`src/rtl/tm_pio_mem_resp.sv`:
```
// Memory-side PIO responder for one TM configuration table.
// Arbitrates single-port RAM access with the scheduler datapath; handshakes mem_ack on clk_div.
module tm_pio_mem_resp #(
  parameter int ADDR_NBITS   = 10,
  parameter int DATA_NBITS   = 32,
  parameter int RD_LATENCY   = 1,
  parameter int STARVE_LIMIT = 15
) (
  input  logic                  clk,
  input  logic                  rst_n,
  input  logic                  clk_div,
  input  logic                  reg_ms,
  input  logic                  reg_wr,
  input  logic                  reg_rd,
  input  logic [ADDR_NBITS-1:0] reg_addr,
  input  logic [DATA_NBITS-1:0] reg_din,
  output logic                  mem_ack,
  output logic [DATA_NBITS-1:0] mem_rdata,
  output logic                  pio_overrun,
  input  logic                  dp_busy,
  output logic                  pio_hold,
  output logic                  ram_rd,
  output logic                  ram_wr,
  output logic [ADDR_NBITS-1:0] ram_addr,
  output logic [DATA_NBITS-1:0] ram_wdata,
  input  logic [DATA_NBITS-1:0] ram_rdata
);

  typedef enum logic [2:0] {
    S_IDLE,
    S_WAIT,
    S_ACCESS,
    S_RDWAIT,
    S_DONE
  } state_t;

  localparam logic [3:0] LIMIT = 4'(STARVE_LIMIT);
  localparam logic [1:0] LAT   = 2'(RD_LATENCY);

  state_t                state;
  logic [ADDR_NBITS-1:0] addr_q;
  logic [DATA_NBITS-1:0] din_q;
  logic                  op_wr;
  logic [3:0]            wait_cnt;
  logic [1:0]            lat_cnt;
  logic                  strobe;
  logic [3:0]            cnt_inc;

  assign strobe    = reg_ms & (reg_rd | reg_wr);
  assign cnt_inc   = (wait_cnt == 4'hF) ? wait_cnt : wait_cnt + 4'd1;
  assign ram_addr  = addr_q;
  assign ram_wdata = din_q;

  always_ff @(posedge clk or negedge rst_n) begin
    if (!rst_n) begin
      state       <= S_IDLE;
      addr_q      <= '0;
      din_q       <= '0;
      op_wr       <= 1'b0;
      wait_cnt    <= '0;
      lat_cnt     <= '0;
      mem_ack     <= 1'b0;
      mem_rdata   <= '0;
      pio_overrun <= 1'b0;
      pio_hold    <= 1'b0;
      ram_rd      <= 1'b0;
      ram_wr      <= 1'b0;
    end else begin
      ram_rd <= 1'b0;
      ram_wr <= 1'b0;
      if (strobe && state != S_IDLE) pio_overrun <= 1'b1;
      case (state)
        S_IDLE: begin
          if (strobe) begin
            addr_q <= reg_addr;
            din_q  <= reg_din;
            op_wr  <= reg_wr;
            state  <= S_WAIT;
          end
        end
        S_WAIT: begin
          if (!dp_busy) begin
            ram_wr <= op_wr;
            ram_rd <= ~op_wr;
            state  <= S_ACCESS;
          end else begin
            // hold tracks the saturated count, so it is already correct entering ACCESS
            wait_cnt <= cnt_inc;
            pio_hold <= (cnt_inc >= LIMIT);
          end
        end
        S_ACCESS: begin
          pio_hold <= 1'b0;
          if (op_wr) begin
            mem_ack <= 1'b1;
            state   <= S_DONE;
          end else begin
            lat_cnt <= 2'd1;
            state   <= S_RDWAIT;
          end
        end
        S_RDWAIT: begin
          if (lat_cnt == LAT) begin
            mem_rdata <= ram_rdata;
            mem_ack   <= 1'b1;
            state     <= S_DONE;
          end else begin
            lat_cnt <= lat_cnt + 2'd1;
          end
        end
        S_DONE: begin
          if (clk_div) begin
            mem_ack  <= 1'b0;
            wait_cnt <= '0;
            state    <= S_IDLE;
          end
        end
        default: state <= S_IDLE;
      endcase
    end
  end

endmodule
```
`config.mk`:
```
export PLATFORM = sky130hd
export DESIGN_NAME = tm_pio_mem_resp
export DESIGN_NICKNAME = d
export VERILOG_FILES = /design/src/rtl/tm_pio_mem_resp.sv
export SDC_FILE = /design/constraint.sdc
export NUM_CORES = 1
export LEC_CHECK = 0
export ABC_CLOCK_PERIOD_IN_PS = 2000
export CAP_MARGIN = 15
export CORE_MARGIN = 2
export CORE_UTILIZATION = 30
export CTS_CLUSTER_SIZE = 16
export DETAILED_ROUTE_END_ITERATION = 8
export PLACE_DENSITY = 0.65
export RECOVER_POWER = 100
export SETUP_SLACK_MARGIN = 0.2
export SLEW_MARGIN = 20
export SYNTH_ARGS = -nofsm -noshare
export SYNTH_HDL_FRONTEND = slang
export SYNTH_SLANG_ARGS = --single-unit
export TNS_END_PERCENT = 20
```
`constraint.sdc`:
```
create_clock -name clk -period 2 [get_ports clk]
set_clock_uncertainty 0.2 [all_clocks]
set_input_delay 0.6 -clock clk [delete_from_list [all_inputs] [get_ports clk]]
set_output_delay 0.6 -clock clk [all_outputs]
set_load 0.03 [all_outputs]
```
==> impl_metrics.ini, run 1 <==
[power]
p_seq_share_pct = 33.2
p_clk_share_pct = 19.9
power.density_nw_per_um2 = 1760
power.leakage_nw = 2.31
p_int_w = 0.00562
ir_worst_vdd_v = 0.000586
power_w = 0.00967
p_comb_share_pct = 46.9
power.switching_w = 0.00405
switching_share_pct = 41.9

[worst_setup_path]
required_ns = 1.20
crit_arrival_ns = 1.06
critPathMaxFanout = 2
path_cells = clkbuf_1
start_kind = register
slowest_stage = dfrtp_1
crit_type = register to output pin
r2r-start = state[1]
path_buf_inv = 1
rrSetupSlack_ns = 0.21
rr_worst_depth = 5
rr_endpoint = ram_wdata[24]
worst-path-stages = 1
max_stage_delay_ns = 0.36
end_kind = output pin
critical-path-top-delay-family = flip-flops

[global_route]
grt_pass1_vias = 2808
grt_pass1_wl_mm = 15.3
grt_antenna_before_repair = 0
grt_usage_pct = 14.1
grt_max_degree = 32
grt_overflow = 0

[hold_path]
holdPathEnd = pio_overrun
whs_path_depth = 1
hold_class = register to register
hold_start = pio_overrun

[placement]
portBuffers = 159
place_area_sq_um = 5730
place_hpwl_mm = 6.64
routabilityCongestion = 0.782
place_inst = 572
pre_cts_ws_ns = -0.323

[sta]
setup_viol = 0
post-route-period-util_pct = 93.1
finalHoldViolCount = 0
maxSlewHeadroom_pct = 71.4
worst_slew_pin_slew_ns = 0.431
min_period_ns = 1.86
tns_ns = 0
fin_ws_ns = 0.138
fmax_mhz = 537
rsz0062_at_grt = yes
slew_viol_final = 0

[cts]
clkSinkCount = 89
cts-root-buf = clkbuf_16
cts_htree_levels = 3
cts_tree = built
cts_buffers = 9
clk_pin_slew_ns = 0.06
clockBufferDepth = 2
clk_latency_ns = 0.34

[yosys]
synthCells = 238
synth.distinct_cells = 36
synthArstFlopShare_pct = 100
synth_seq_cells = 89
synth_edf_count = 0
synth_ff_type = dfrtp_1
synth_area_sq_um = 3900
yosysSeqAreaShare_pct = 57.1
synth_fp_nets = 321
syn_avg_cell_area_sq_um = 16.4
yosysWarnings = 0

[routing]
first_pass_iters = 4
drtIter0Drc = 90
drc = 0
vias = 2603
antenna_left = 0
drt-total-wl_mm = 9.31
wl_per_cell_microns = 15.7
vias_per_cell = 4.37

[floorplanning]
die_h_microns = 118
initial_core_util_pct = 30.8
boundaryPins = 160
chipWidth_microns = 118
row_count = 41
core_area_sq_um = 12700
die_area_sq_um = 13900

[layout]
diodes = 0
layout-drive-gt1-share_pct = 13.9
synthToLayoutAreaGrowth_pct = 41.2
final_area_sq_um = 5500
nets = 502
stdcell_count = 595

[flow_run]
drv_cap = 0

[status]
run_status = completed
## cell families after synthesis
group | Yosys count | share of synthesized area [%]
flops | 89 | 57.1
mux | 76 | 28.7
simple gates | 38 | 6.13
compound gates | 20 | 3.40
buf+inv | 13 | 4.01
fa+ha+maj | 2 | 0.642
## worst max-delay path by stage
stage	from	end	slack, ns
final	mem_rdata[7]	mem_rdata[7]	0.14
after global routing	rst_n	ram_wdata[3]	0.08
after CTS	pio_hold	pio_hold	0.15
after detailed placement	reg_wr	ram_wdata[27]	-0.32
after global placement	reg_wr	ram_wdata[10]	-0.29
after floorplan	reg_wr	op_wr	0.25
## power by group through the flow
stage	combinational (W)	sequential (W)	clock, W
final	0.00453	0.00321	0.00192
after global routing	0.00482	0.00334	0.00205
after CTS	0.00578	0.00324	0.00199
after detailed placement	0.00598	0.00325	0
after global placement	0.00586	0.00325	0
after floorplan	0.00226	0.00477	0
## stage by stage
step | hold slack (ns) | util (%)
after detailed placement | 0.261 | 45.2
final | 0.272 | 43.4
after floorplan | 0.104 | -
after global placement | 0.262 | 45.2
after CTS | 0.278 | 48.7
after global routing | 0.303 | 43.4
## area by class of cell
cell class / instances / area (sq um)
Clock buffer: 10 / 239
Clock inverter: 5 / 104
Fill cell: 1244 / 7170
Inverter: 2 / 7.51
Multi-Input combinational cell: 136 / 1320
Sequential cell: 89 / 2230
Tap cell: 172 / 215
Timing Repair Buffer: 181 / 1400
## metal layers
layer  share of wire (%)  GRT usage (%)
met4                 1.9           6.33
met5                   0              0
met3                 5.6           3.88
met1                  45           17.7
met2                  47           22.7
## layout by cell type, fill, tap and decap left out, drive strengths merged, types with 3 or more instances in the layout
cell type	instances
o21ai	3
nor2	7
nand3	7
nand2b	4
dfrtp	89
nor3	4
a311oi	3
dlygate4sd2	3
a21oi	6
and3	3
nor2b	5
buf	19
bufinv	3
clkdlybuf4s50	76
clkbuf	92
nand2	3
mux2	75
## state kept, by name (all words and copies together), names as in the netlist
signal / flops
ram_addr: 10
ram_rd: 1
ram_wr: 1
lat_cnt: 2
op_wr: 1
mem_ack: 1
pio_overrun: 1
pio_hold: 1
state: 3
mem_rdata: 32
ram_wdata: 32
wait_cnt: 4
## cells in the mapped netlist (2+ instances only)
library cell	instances	area share, %
a311oi_1	3	0.67
mux2_4	70	27
buf_12	4	2.1
nand3_1	6	0.77
and3_1	3	0.48
nand2_1	3	0.29
nor2_1	7	0.67
buf_6	5	1.4
nor2b_1	4	0.64
mux2_2	5	1.4
dfrtp_1	89	57
a21oi_1	6	0.77
o22ai_1	2	0.32
ha_1	2	0.64
inv_1	2	0.19
nor3_1	3	0.39
o21ai_0	2	0.26
nand2b_1	4	0.64
## what timing repair did
action / CTS / global route
setup buffers: 3 / 1
setup endpoints to repair: 122 / 100
hold buffers: 1 / 0
hold endpoints to repair: 13 / 0
cloned: 3 / 0
gates resized for setup: 294 / 6
pin swaps: 1 / 1
Power figures use the tool's default switching activity.
==> run 2, diff against run 1 <==
Settings changed: SLEW_MARGIN 20 to unset.
==> results of run 2 <==
No change in the layout: final DEF, timing and power equal those of run 1.
==> run 3, diff against run 2 <==
==> constraint.sdc (replaced) <==
create_clock -name clk -period 2 [get_ports clk]
set_clock_uncertainty 0.2 [all_clocks]
set_input_delay 0.2 -clock clk [delete_from_list [all_inputs] [get_ports clk]]
set_output_delay 0.2 -clock clk [all_outputs]
set_load 0.03 [all_outputs]
==> run 3 against run 2 <==
Against the previous run: power up 4.2%; non-clock buffer count shrank 5; setup slack better by 0.018 ns; cell count decreased by 0.67%; highest routed layer unchanged; fmax is 0.98% higher; die area is the same; combinational power increased by 12%; largest power group unchanged; routed wire length fell by 3.4%; sequential share of layout area is 2.6 points lower; global-route usage is 0.59 points lower.
==> impl_metrics.ini, run 3 (synthesized netlist as in run 1, its figures left out) <==
[cts]
cts_htree_levels = 3
cts_buffers = 9
clockBufferDepth = 2
cts_tree = built
clk_latency_ns = 0.34
clkSinkCount = 89
clk_pin_slew_ns = 0.06
cts-root-buf = clkbuf_16

[sta]
worst_slew_pin_slew_ns = 0.705
setup_viol = 0
fmax_mhz = 542
maxSlewHeadroom_pct = 53.0
min_period_ns = 1.84
tns_ns = 0
rsz0062_at_grt = yes
slew_viol_final = 0
post-route-period-util_pct = 92.2
finalHoldViolCount = 0

[routing]
wl_per_cell_microns = 15.2
drtIter0Drc = 83
vias = 2593
first_pass_iters = 4
drt-total-wl_mm = 9.00
vias_per_cell = 4.39
antenna_left = 0
drc = 0

[worst_setup_path]
critical-path-top-delay-family = buffers and inverters
crit_type = register to output pin
critPathMaxFanout = 2
start_kind = register
path_buf_inv = 1
path_cells = dlygate4sd3_1
required_ns = 1.60
end_kind = output pin
crit_arrival_ns = 1.44
slowest_stage = dlygate4sd3_1
max_stage_delay_ns = 0.76

[layout]
final_common_cell = dfrtp_1
multiInputGateArea_sq_um = 1300
layout_common_cells = 89 x dfrtp_1, 79 x clkdlybuf4s50_1, 74 x dlygate4sd3_1
regArea_sq_um = 2230
synthToLayoutAreaGrowth_pct = 50.9
nFillCells = 1187
diodes = 0
nets = 497
layout-drive-gt1-share_pct = 12.4

[global_route]
grt.met2_usage_pct = 20.5
grt-busiest-layer = met2
grt_use_met1_pct = 18.2
grt_pass1_vias = 2754
use_met3_pct = 3.92
grt_usage_pct = 13.5
grt_pass1_wl_mm = 14.9
grt_overflow = 0
grt_antenna_before_repair = 0
grt_max_degree = 50

[floorplanning]
die_area_sq_um = 13900
boundaryPins = 160
chipWidth_microns = 118
initial_core_util_pct = 30.8
die_h_microns = 118
core_area_sq_um = 12700
row_count = 41

[hold_path]
hold_class = primary input to async pin

[flow_run]
drv_cap = 0

[placement]
portBuffers = 159
place_hpwl_mm = 6.52
routabilityCongestion = 0.775

[power]
power.density_nw_per_um2 = 1710
power_w = 0.0101
power.leakage_nw = 2.50
ir_worst_vdd_v = 0.000735

[status]
run_status = completed
run 3: cell types whose count changed in the layout (fill, tap and decap cells not counted), moves of 3 or more:
| cell | delta |
|---|---|
| clkdlybuf4s50_1 | +3 |
| buf_8 | -3 |
| buf_16 | -3 |
| buf_4 | -5 |
| clkbuf_1 | -73 |
| mux2_1 | -3 |
| dlygate4sd3_1 | +73 |
run 3: through the flow:
| stage | area (sq um) | setup WS, ns | hold slack [ns] | std cells | util, % |
|---|---|---|---|---|---|
| 2_1_floorplan | 3900 | 0.348 | -0.296 | 238 | - |
| 5_1_grt | 5880 | 0.0859 | 0.257 | 591 | 46.4 |
| 6_report | 5880 | 0.156 | 0.243 | 591 | 46.4 |
| 3_3_place_gp | 5700 | 0.104 | -0.0613 | 570 | 45.0 |
| 4_1_cts | 6030 | 0.181 | 0.114 | 587 | 47.6 |
| 3_5_place_dp | 5700 | 0.0685 | -0.0579 | 570 | 45.0 |
run 3: final cells by class:
class / count / area share [%]
timing repair buffer: 176 / 30.6
inverter: 2 / 0.128
clock buffer: 14 / 4.49
multi-input combinational: 136 / 22.2
tap: 172 / 3.66
sequential: 89 / 37.9
clock inverter: 2 / 1.02
run 3: power by group:
part,internal (W),switching (W),total (W),leakage [nW]
registers,0.00269,0.000471,0.00317,1.05
clock network,0.00116,0.000663,0.00183,0.157
logic,0.00227,0.00281,0.00508,1.29
total,0.00613,0.00394,0.0101,2.50
run 3: final timing paths:
kind | from | to | slack, ns | cells past startpoint
setup reg to reg | state[1] | ram_addr[5] | 0.18 | 5
min in group clk | ram_rdata[24] | mem_rdata[24] | 0.26 | 2
max in group asynchronous | rst_n | ram_addr[2] | 0.54 | 3
setup / recovery | ram_addr[9] | ram_addr[9] | 0.16 | 1
hold reg to reg | ram_wdata[13] | ram_wdata[13] | 0.28 | 1
hold / removal | rst_n | ram_wdata[3] | 0.24 | 2
run 3: metal layers:
layer,wire [microns],up-vias
met1,4060,1271
met3,523,11
li1,-,1207
met4,147,0
met5,0,-
met2,4270,104
run 3: repair_timing:
action | 4_1_cts | 5_1_grt
setup buffers | 0 | 1
endpoints found under the hold margin | 89 | 0
hold buffers | 1 | 0
endpoints found under the setup margin | 15 | 95
resized for setup | 3 | 7
pin swaps | 0 | 1
gates cloned | 0 | 3
